$ cat src/rtl/vip_pkg.sv
// vip_pkg: shared widths, threshold default and divider state encoding for the video chain.
package vip_pkg;
    localparam int CNT_W_DEF = 20;
    localparam int SUM_W_DEF = 28;
    localparam logic [7:0] THRESH_INIT_DEF = 8'd128;
    typedef enum logic [1:0] {IDLE, LOAD, DIV, DONE} div_state_e;
endpackage

$ cat src/rtl/vip_seq_divider.sv
// vip_seq_divider: restoring unsigned divider, one quotient bit per clk, 8-bit saturated result.
module vip_seq_divider
    import vip_pkg::*;
#(
    parameter int CNT_W = CNT_W_DEF,
    parameter int SUM_W = SUM_W_DEF
) (
    input  logic             clk,
    input  logic             rst_n,
    input  logic             start,
    input  logic [SUM_W-1:0] dividend,
    input  logic [CNT_W-1:0] divisor,
    output logic             busy,
    output logic             done,
    output logic [7:0]       quotient
);
    localparam int BC_W = $clog2(SUM_W + 1);
    div_state_e state, state_nxt;
    logic [SUM_W-1:0] q, q_nxt;
    logic [CNT_W-1:0] dvs, rem;
    logic [CNT_W:0]   rem_sh, rem_sub;
    logic [BC_W-1:0]  bits;
    logic             ge;
    assign rem_sh  = {rem, q[SUM_W-1]};
    assign rem_sub = rem_sh - {1'b0, dvs};
    assign ge      = rem_sh >= {1'b0, dvs};
    assign q_nxt   = {q[SUM_W-2:0], ge};
    assign busy    = state != IDLE;
    // done fires in the last DIV cycle so the result lands on entry to DONE
    assign done     = state == DIV && bits == BC_W'(1);
    assign quotient = |q_nxt[SUM_W-1:8] ? 8'hff : q_nxt[7:0];
    always_ff @(posedge clk or negedge rst_n)
        if (!rst_n) state <= IDLE;
        else        state <= state_nxt;
    always_comb begin
        state_nxt = state;
        case (state)
            IDLE: state_nxt = start ? LOAD : IDLE;
            LOAD: state_nxt = dvs == '0 ? IDLE : DIV;
            DIV:  state_nxt = done ? DONE : DIV;
            DONE: state_nxt = IDLE;
            default: state_nxt = IDLE;
        endcase
    end
    always_ff @(posedge clk or negedge rst_n)
        if (!rst_n) begin
            q    <= '0;
            dvs  <= '0;
            rem  <= '0;
            bits <= '0;
        end else if (state == IDLE && start) begin
            q    <= dividend;
            dvs  <= divisor;
            rem  <= '0;
            bits <= BC_W'(SUM_W);
        end else if (state == DIV) begin
            q    <= q_nxt;
            rem  <= ge ? rem_sub[CNT_W-1:0] : rem_sh[CNT_W-1:0];
            bits <= bits - BC_W'(1);
        end
endmodule

$ cat src/rtl/vip_ycbcr_auto_binarize.sv
// vip_ycbcr_auto_binarize: binarizes Y against the previous frame's mean luminance.
module vip_ycbcr_auto_binarize
    import vip_pkg::*;
#(
    parameter logic [7:0] THRESH_INIT = THRESH_INIT_DEF,
    parameter int         CNT_W       = CNT_W_DEF,
    parameter int         SUM_W       = SUM_W_DEF
) (
    input  logic       clk,
    input  logic       rst_n,
    input  logic       per_frame_vsync,
    input  logic       per_frame_href,
    input  logic       per_frame_clken,
    input  logic [7:0] per_img_Y,
    input  logic [7:0] per_img_Cb,
    input  logic [7:0] per_img_Cr,
    output logic       post_frame_vsync,
    output logic       post_frame_href,
    output logic       post_frame_clken,
    output logic       post_img_Bit,
    output logic [7:0] post_thresh
);
    logic             vsync_d, fs, fe, pix_en, cnt_full;
    logic [SUM_W-1:0] sum;
    logic [CNT_W-1:0] cnt;
    logic             div_busy, div_done, pending_valid;
    logic [7:0]       div_q, active_thresh, pending_thresh, thresh_now;
    logic             unused_chroma;
    assign unused_chroma    = ^{per_img_Cb, per_img_Cr};
    assign fs               = per_frame_vsync & ~vsync_d;
    assign fe               = ~per_frame_vsync & vsync_d;
    assign pix_en           = per_frame_vsync & per_frame_href & per_frame_clken;
    assign cnt_full         = &cnt;
    assign post_frame_vsync = vsync_d;
    assign post_thresh      = active_thresh;
    // a pixel coinciding with FS already sees the threshold being loaded
    assign thresh_now = fs && pending_valid ? pending_thresh : active_thresh;
    always_ff @(posedge clk or negedge rst_n)
        if (!rst_n) begin
            sum <= '0;
            cnt <= '0;
        end else if (fs) begin
            sum <= SUM_W'(pix_en ? per_img_Y : 8'd0);
            cnt <= CNT_W'(pix_en);
        end else if (pix_en && !cnt_full) begin
            sum <= sum + SUM_W'(per_img_Y);
            cnt <= cnt + CNT_W'(1);
        end
    vip_seq_divider #(.CNT_W(CNT_W), .SUM_W(SUM_W)) u_div (
        .clk      (clk),
        .rst_n    (rst_n),
        .start    (fe & ~div_busy),
        .dividend (sum),
        .divisor  (cnt),
        .busy     (div_busy),
        .done     (div_done),
        .quotient (div_q)
    );
    always_ff @(posedge clk or negedge rst_n)
        if (!rst_n) begin
            active_thresh  <= THRESH_INIT;
            pending_thresh <= THRESH_INIT;
            pending_valid  <= 1'b0;
        end else begin
            if (fs && pending_valid) active_thresh <= pending_thresh;
            if (div_done) begin
                pending_thresh <= div_q;
                pending_valid  <= 1'b1;
            end else if (fs) begin
                pending_valid  <= 1'b0;
            end
        end
    always_ff @(posedge clk or negedge rst_n)
        if (!rst_n) begin
            vsync_d          <= 1'b0;
            post_frame_href  <= 1'b0;
            post_frame_clken <= 1'b0;
            post_img_Bit     <= 1'b0;
        end else begin
            vsync_d          <= per_frame_vsync;
            post_frame_href  <= per_frame_href;
            post_frame_clken <= per_frame_clken;
            post_img_Bit     <= per_frame_href & per_frame_clken & (per_img_Y > thresh_now);
        end
endmodule

$ cat config.mk
export PLATFORM = sky130hd
export DESIGN_NAME = vip_ycbcr_auto_binarize
export DESIGN_NICKNAME = d
export VERILOG_FILES = /design/src/rtl/vip_pkg.sv /design/src/rtl/vip_seq_divider.sv /design/src/rtl/vip_ycbcr_auto_binarize.sv
export SDC_FILE = /design/constraint.sdc
export NUM_CORES = 1
export LEC_CHECK = 0
export CAP_MARGIN = 30
export CORE_MARGIN = 2
export CORE_UTILIZATION = 55
export CTS_BUF_LIST = sky130_fd_sc_hd__clkbuf_2
export DETAILED_ROUTE_END_ITERATION = 10
export PLACE_DENSITY = 0.74
export SLEW_MARGIN = 5
export SYNTH_ARGS = -nofsm -noshare
export SYNTH_HDL_FRONTEND = slang
export SYNTH_SLANG_ARGS = --single-unit
$ cat constraint.sdc
create_clock -name clk -period 6.5 [get_ports clk]
set_input_delay 1.95 -clock clk [delete_from_list [all_inputs] [get_ports clk]]
set_output_delay 1.95 -clock clk [all_outputs]
set_load 0.005 [all_outputs]
# [Yosys cells after proc, flatten, opt, wreduce, memory -nomap -nowiden]
# Cells that the tools add are included.
[op_classes] n_eq_ne=4 n_addsub=4 muxes=20 n_reduce_logical=13 bitwise=10 n_lt_le_gt_ge=2
[ops] operator="$mux 28" count=4
[ops] operator="$mux 20" count=5
[ops] operator="$add 28x8->28" count=1
[ops] operator="$mux 8" count=3
[ops] operator="$ge 21x20->1" count=1
[ops] operator="$add 20x1->20 const B" count=1
[ops] operator="$logic_not 20->1" count=1
[ops] operator="$reduce_and 20->1" count=1
[ops] operator="$reduce_or 20->1" count=1
[ops] operator="$sub 20x20->20" count=1
[ops] operator="$mux 5" count=2
[ops] operator="$gt 8x8->1" count=1
[ops] operator="$pmux 2 s4" count=1
[ops] operator="$reduce_bool 2->1" count=4
[ops] operator="$and 1x1->1" count=7
[ops] operator="$eq 5x1->1 const B" count=1
[ops] operator="$sub 5x1->5 const B" count=1
[ops] operator="$eq 2x2->1 const B" count=2
[ops] operator="$logic_and 1x1->1" count=4
[ops] operator="$mux 1" count=4
[ops] operator="$not 1->1" count=3
[ops] operator="$eq 2x1->1 const B" count=1
[ops] operator="$logic_not 2->1" count=1
[ops] operator="$mux 2" count=1
[ops] operator="$logic_not 1->1" count=1
[word_totals] regBits=144 inputBits=29

# [Depth between registers and ports, before layout]
# Gate-level depths: netlist (run 1).
[depth] depth_word=6 mapped_depth=12 mapped_depth_nobuf=11

# [Modules after synthesis]
# Synthesis (run 1) repeated with hierarchy kept, for this count alone.
[hier_totals] hier_cells=866 hier_area_um2=8074.0
[by_module_without_submodules] module="vip_seq_divider" seq_area_each_um2=1876.8 area_each_um2=4325.4 n_inst=1 cells_per_inst=491
[by_module_without_submodules] module="vip_ycbcr_auto_binarize" seq_area_each_um2=1729.2 area_each_um2=3748.6 n_inst=1 cells_per_inst=375

# [Least setup slack after synthesis (run 1)]
# OpenSTA, ideal clock, no wires.
[synth_path] kind="input to register" start="in per_img_Y[0]" end="reg sum[26]" required_ns=6.368 arrival_ns=3.880 path_stages=12 setup_slack_ns=2.488 cell_sequence="ha_1 > inv_1 > fa_1 > nor2b_1 > o21ai_0 > a21boi_0 > o21a_1 > o2111ai_1 > buf_2 > nor4_1 > xnor2_1 > nor2_1"
[synth_between] elab_chain_len=3
[synth_rtl] item="start: declaration" line="vip_ycbcr_auto_binarize.sv:14" rtl="input logic [7:0] per_img_Y,"
[synth_rtl] item="$add 28x8->28" line="vip_ycbcr_auto_binarize.sv:46" rtl="sum <= sum + SUM_W'(per_img_Y);"
[synth_rtl] item="$mux 28" line="vip_ycbcr_auto_binarize.sv:45" rtl="end else if (pix_en && !cnt_full) begin"
[synth_rtl] item="$mux 28" line="vip_ycbcr_auto_binarize.sv:42" rtl="end else if (fs) begin"
[synth_rtl] item="end signal: assignment" line="vip_ycbcr_auto_binarize.sv:43" rtl="sum <= SUM_W'(pix_en ? per_img_Y : 8'd0);"
[synth_rtl] item="end signal: assignment" line="vip_ycbcr_auto_binarize.sv:46"
[synth_rtl] item="end: declaration" line="vip_ycbcr_auto_binarize.sv:24" rtl="logic [SUM_W-1:0] sum;"
# No other way between the ends. The select of a mux whose other input is x is not followed.
# A chain may end at the register's enable or synchronous reset.

# [Worst setup path in the final report (run 1)]
# Same ends and word-level chain as after synthesis.

==> metrics.cfg, run 1 <==
[min_path]
hold_class = register to register

[synthesis]
synth_area_um2 = 7870
netlist_top_cells_count = 142 x dfrtp_1, 114 x nand2_1, 66 x nor2_1, 54 x o21ai_0, 45 x inv_1
ys_seq_area_share_pct = 45.8
syn_inst = 846
yosys-top-cells-area = dfrtp_1 45%, ha_1 6.2%, nand2_1 5.4%
synth.distinct_cells = 67
ys_warn_count = 0
syn_nets = 916
ys.flop_type = dfrtp_1
yosysTopAreaCellShare_pct = 45.2
synthArstFlopShare_pct = 100
yosys.area.top_type = dfrtp_1
synth_seq_cells = 144
synth_area_per_cell_um2 = 9.30
synth-edff-count = 0
synthMostInstantiatedCell = dfrtp_1

[sta]
worst_pin_slew_ns = 0.939
finalSetupViolCount = 0
finalHoldWorstSlack_ns = 0.514
finalHoldViolations = 0
fmax_ghz = 0.227
slew_headroom_pct = 37.4
fin_crit_ns = 4.41
fin_skew_ns = 0.0275
period_share_pct = 67.9
rsz0062_at_grt = no
tns_ns = 0
slew_viol_final = 0

[routing]
dr.pass1.iters = 5
final_antenna_net_count = 0
routed_wl_um = 18100
vias_per_cell = 6.03
wl_per_cell_um = 17.1
vias = 6375
drcViolationCount = 0
drt_iter0_drc = 427

[power]
p_int_mw = 1.72
power_frac_seq_pct = 38.0
p_leak_nw = 3.93
switchingPower_mw = 1.27
powerDensity_nw_per_um2 = 353
ir_worst_vdd_mv = 0.277
power_frac_clock_pct = 14.9
p_total_mw = 2.99
sw_frac_of_total_pct = 42.5
p_comb_share_pct = 47.1

[layout]
seq_area_um2 = 3610
layout.nets = 934
fillCellCount = 1206
multiInputGateArea_um2 = 3960
layout-drive-gt1-share_pct = 6.27
syn_to_final_growth_pct = 7.71

[cts]
cts_htree_levels = 4
cts-buffers-inserted = 17
path_clk_slew_ns = 0.19
cts_root_buf = clkbuf_2
insertion_delay_ns = 0.72
cts_setup_buffers = 0
cts_resized = 0
cts_hold_buf = 0
cts.sinks = 144
clock_path_buffers = 2
cts_tree = yes

[global_routing]
grt_pass1_wl_um = 29300
track_usage_pct = 24.7
met2_usage_pct = 41.2
grt_busiest_layer = met2
met1_usage_pct = 32.3
grt_pass1_vias = 6074
grt_use_met3_pct = 5.59
grt-ovfl-total = 0
antenna_found_initial = 1
grt_start_max_net_pins = 100

[setup_path]
worstPathRequired_ns = 7.10
endpoint_kind = register
critPathSlowestCell = clkdlybuf4s50_1
slowest_delay_ns = 0.53
crit_buf_inv = 2
cp.arrival_ns = 5.02
cp_max_fo = 11
path_delay_family = compound AO/OA/AOI/OAI gates
worst-setup-path-type = input port to register
path_cells = clkdlybuf4s50_1 -> ha_1 -> inv_1 -> fa_1 -> nor2b_1 -> o21ai_0 -> a21boi_0 -> o21a_1 -> o2111ai_1 -> nor4_1 -> xnor2_1 -> nor2_1
startpoint_type = input port

[die]
die_w_um = 124
coreArea_um2 = 13900
die-area_um2 = 15300
io_pins = 41
fp-row-count = 43
die_y_um = 124
start_util_pct = 56.5

[status]
outcome = completed

[placed_design]
io_buffer_count = 24
hpwl_um = 12500
routabilityCongestion = 0.854

[job]
drv_cap = 0

-- metal layers --
metal / vias up / wire [um] / share of wire, %
li1: 3046 / - / -
met1: 3164 / 8150 / 45
met2: 139 / 8980 / 50
met3: 26 / 715 / 3.9
met4: 0 / 283 / 1.6
met5: - / 0 / 0
-- kinds of logic (layout without fill, tap and decap cells) --
logic type | count (synthesis) | in the layout | share of synthesized area (%)
XOR/XNOR | 48 | 48 | 5.34
buffers and inverters | 80 | 111 | 4.04
multiplexers | 21 | 21 | 2.70
adder cells (fa/ha/maj) | 41 | 41 | 6.71
AO/OA/AOI/OAI | 199 | 199 | 16.7
AND/OR/NAND/NOR | 313 | 313 | 18.7
other | 0 | 1 | 0
flip-flops | 144 | 144 | 45.8
-- area by class of cell --
type / instances / share of cell area (%)
Inverter: 45 / 1.99
Multi-Input combinational cell: 622 / 46.7
Tap cell: 180 / 2.66
Clock inverter: 11 / 0.886
Timing Repair Buffer: 34 / 3.94
Sequential cell: 144 / 42.6
Antenna cell: 1 / 0.0295
Clock buffer: 21 / 1.24
-- per-stage QoR --
stage	worst slack, ns	instances	cell area [um^2]	util (%)
finish	2.09	1058	8470	60.8
CTS	2.14	1055	8440	60.6
global placement	1.47	1023	8260	59.3
detailed placement	1.37	1023	8260	59.3
floorplan	2.49	846	7870	-
global route	1.97	1058	8470	60.8
-- sequential cells by signal (all words and copies together), names as in the netlist, named ones only --
signal,flops
sum,28
post_frame_vsync,1
u_div.q,28
post_frame_clken,1
cnt,20
u_div.dvs,20
post_img_Bit,1
u_div.state,1
u_div.bits,5
pending_valid,1
post_frame_href,1
u_div.rem,20
post_thresh,8
pending_thresh,8
-- final timing paths --
path | startpoint | slack [ns] | endpoint | depth (start not counted)
worst max register to register | u_div.dvs[1] | 3.33 | u_div.rem[18] | 10
worst min-delay path | pending_valid | 0.51 | pending_valid | 1
max in group asynchronous | rst_n | 4.48 | u_div.q[20] | 2
worst min register to register | pending_valid | 0.51 | pending_valid | 1
worst max-delay path | per_img_Y[0] | 2.09 | sum[26] | 12
min in group asynchronous | rst_n | 1.10 | u_div.rem[10] | 1
-- power by group through the flow --
| stage | registers (mW) | logic [mW] | clock network (mW) |
|---|---|---|---|
| finish | 1.14 | 1.41 | 0.446 |
| CTS | 1.13 | 1.39 | 0.454 |
| global route | 1.15 | 1.54 | 0.496 |
| detailed placement | 1.15 | 1.38 | 0 |
| global placement | 1.14 | 1.33 | 0 |
| floorplan | 1.11 | 1.11 | 0 |
-- cells in the final DEF (no fill, tap or decap), drive strengths merged, types with 5 or more instances in the layout --
master,synthesis,routed
nor2,67,67
clkdlybuf4s50,0,23
nand2b,5,5
a21o,9,9
a22oi,24,24
clkbuf,31,21
dfrtp,142,142
xnor2,22,22
nor2b,6,6
a21oi,42,42
xor2,26,26
ha,39,39
o21ai,65,65
o22a,8,8
and3,11,11
nand4,14,14
nor4,16,16
a221o,7,7
buf,4,11
nor3,19,19
mux2i,19,19
nand3,38,38
inv,45,45
clkinv,0,9
nand2,114,114
o21a,7,7
or3,9,9
No activity file was read; power rests on OpenSTA's default activity.
==> run 2: changes to the inputs <==
==> constraint.sdc (replaced) <==
create_clock -name clk -period 4.51 [get_ports clk]
set_input_delay 1.353 -clock clk [delete_from_list [all_inputs] [get_ports clk]]
set_output_delay 1.353 -clock clk [all_outputs]
set_load 0.005 [all_outputs]
==> run 2 against run 1 <==
Count of clock-buffer cells in the layout unchanged. Routed wire length down 0.16%. Sequential cell count unchanged. Highest routed layer unchanged.
==> metrics.cfg, run 2 (synthesized netlist as in run 1, its figures left out) <==
[status]
outcome = completed  ; unchanged

[placed_design]
routabilityCongestion = 0.900  ; was 0.854
preCtsSetupSlack_ns = 0.325  ; was 1.37 ns
dp.cells = 1026  ; was 1023
place_area_um2 = 8290  ; was 8260 um^2
hpwl_um = 12500  ; about the same
io_buffer_count = 24  ; unchanged

[setup_path]
critPathSlowestCell = clkdlybuf4s50_1  ; unchanged
crit_path_end = sum[26]  ; unchanged
path_cells = clkdlybuf4s50_1 -> ha_1 -> inv_1 -> fa_1 -> nor2b_1 -> o21ai_0 -> a21boi_0 -> o21a_1 -> o2111ai_1 -> buf_4 -> nor4_1 -> xnor2_1 -> nor2_1  ; was clkdlybuf4s50_1 -> ha_1 -> inv_1 -> fa_1 -> nor2b_1 -> o21ai_0 -> a21boi_0 -> o21a_1 -> o2111ai_1 -> nor4_1 -> xnor2_1 -> nor2_1
cp_max_fo = 11  ; unchanged
worstReg2RegStart = u_div.dvs[1]  ; unchanged
slowest_delay_ns = 0.53  ; about the same
worst-setup-path-type = input port to register  ; unchanged
startpoint_type = input port  ; unchanged
endpoint_kind = register  ; unchanged
reg2reg_depth = 10  ; unchanged
worstPathRequired_ns = 5.11  ; was 7.10 ns
reg2reg_setup_slack_ns = 1.26  ; was 3.33 ns
crit_buf_inv = 3  ; was 2
crit_path_start = per_img_Y[0]  ; unchanged
cp.depth = 13  ; was 12
cp.arrival_ns = 4.08  ; was 5.02 ns
rr_endpoint = u_div.rem[18]  ; unchanged
path_delay_family = buffers and inverters  ; was compound AO/OA/AOI/OAI gates

[global_routing]
grt_pass1_vias = 6266  ; was 6074
grt_pass1_wl_um = 30200  ; was 29300 um
antenna_found_initial = 0  ; was 1
grt-ovfl-total = 0  ; unchanged
grt_start_max_net_pins = 101  ; was 100
track_usage_pct = 25.6  ; was 24.7%

[cts]
cts_hold_buf = 0  ; unchanged
cts_tree = yes  ; unchanged
cts-buffers-inserted = 17  ; unchanged
cts_setup_buffers = 0  ; unchanged
insertion_delay_ns = 0.71  ; was 0.72 ns
cts_root_buf = clkbuf_2  ; unchanged
clock_path_buffers = 2  ; unchanged
cts_resized = 0  ; unchanged
cts.sinks = 144  ; unchanged
path_clk_slew_ns = 0.19  ; about the same
cts_htree_levels = 4  ; unchanged

[sta]
rsz0062_at_grt = no  ; unchanged
finalHoldWorstSlack_ns = 0.419  ; was 0.514 ns
worst_pin_slew_ns = 0.688  ; was 0.939 ns
fmax_ghz = 0.288
slew_headroom_pct = 54.2  ; was 37.4%
finalSetupViolCount = 0  ; unchanged
finalHoldViolations = 0  ; unchanged
layout_setup_ws_ns = 1.03  ; was 2.09 ns
slew_viol_final = 0  ; unchanged
fin_crit_ns = 3.48
tns_ns = 0  ; unchanged
fin_skew_ns = 0.0282  ; was 0.0275 ns
period_share_pct = 77.1

[power]
p_leak_nw = 3.95  ; was 3.93 nW
p_total_mw = 4.37  ; was 2.99 mW
powerDensity_nw_per_um2 = 513  ; was 353 nW/um^2
ir_worst_vdd_mv = 0.304  ; was 0.277 mV

[routing]
routed_wl_um = 18100  ; about the same
vias_per_cell = 6.04  ; was 6.03
vias = 6385  ; was 6375
wl_per_cell_um = 17.1  ; about the same
drcViolationCount = 0  ; unchanged
drt_iter0_drc = 448  ; was 427
final_antenna_net_count = 0  ; unchanged
dr.pass1.iters = 5  ; unchanged

[die]
fp-row-count = 43  ; unchanged
coreArea_um2 = 13900  ; unchanged
start_util_pct = 56.5  ; unchanged
io_pins = 41  ; unchanged
die_w_um = 124  ; unchanged
die-area_um2 = 15300  ; unchanged
die_y_um = 124  ; unchanged

[layout]
fillCellCount = 1159  ; was 1206
design_area_um2 = 8520  ; was 8470 um^2
fin_cells = 1057  ; was 1058
antenna-diode-count = 0  ; was 1
syn_to_final_growth_pct = 8.27  ; was 7.71%
multiInputGateArea_um2 = 3960  ; unchanged
final_common_cell = dfrtp_1  ; unchanged
seq_area_um2 = 3610  ; unchanged
utilization_pct = 61.1  ; was 60.8%
final_cell_mix = 142 x dfrtp_1, 114 x nand2_1, 65 x nor2_1  ; unchanged
reg_top3 = sum: 28 flops, u_div.q: 28 flops  ; unchanged
layout.nets = 936  ; was 934
layout-drive-gt1-share_pct = 6.61  ; was 6.27%

[min_path]
hold_class = input port to async pin  ; was register to register

[job]
drv_cap = 0  ; unchanged

run 2: cell count changes in the layout (fill, tap and decap cells not counted):
cell       change
buf_4          +1
clkinv_1       -3
buf_12         +1
diode_2        -1
bufinv_16      +1
run 2: area by class of cell:
class,count,share of cell area [%]
Clock buffer,21,1.23
Clock inverter,9,1.10
Inverter,45,1.98
Multi-Input combinational cell,622,46.5
Sequential cell,144,42.3
Tap cell,180,2.64
Timing Repair Buffer,36,4.25
run 2: how the worst min path moves through the flow:
stage / cells after the start / to / startpoint / slack (ns)
CTS: 1 / pending_valid / pending_valid / 0.52
finish: 1 / u_div.rem[1] / rst_n / 0.42
detailed placement: 1 / pending_valid / pending_valid / 0.48
global route: 1 / u_div.bits[0] / rst_n / 0.32
floorplan: 1 / pending_valid / pending_valid / 0.45
global placement: 1 / pending_valid / pending_valid / 0.46
run 2: power breakdown:
part / switching [mW] / total, mW / internal (mW) / leakage, nW
combinational: 1.23 / 2.04 / 0.816 / 1.88
sequential: 0.163 / 1.63 / 1.47 / 1.93
clock: 0.442 / 0.690 / 0.248 / 0.132
total: 1.83 / 4.37 / 2.54 / 3.95
run 2: layer usage:
metal  GRT usage, %  up-vias  routed length [um]
li1               -     3049                   -
met4           8.45        0                 387
met3           5.95       39                 785
met1           33.5     3118                8190
met2           42.1      179                8730
met5              0        -                   0
run 2: worst reg2reg max path, stage by stage, from the launching register on:
cell	delay (ns)
dfrtp_1	0.46
inv_1	0.09
ha_1	0.31
nor2b_4	0.14
o31a_1	0.29
o41a_1	0.47
a211o_2	0.37
a21oi_4	0.26
or2_1	0.38
nor4_1	0.13
a221o_1	0.28
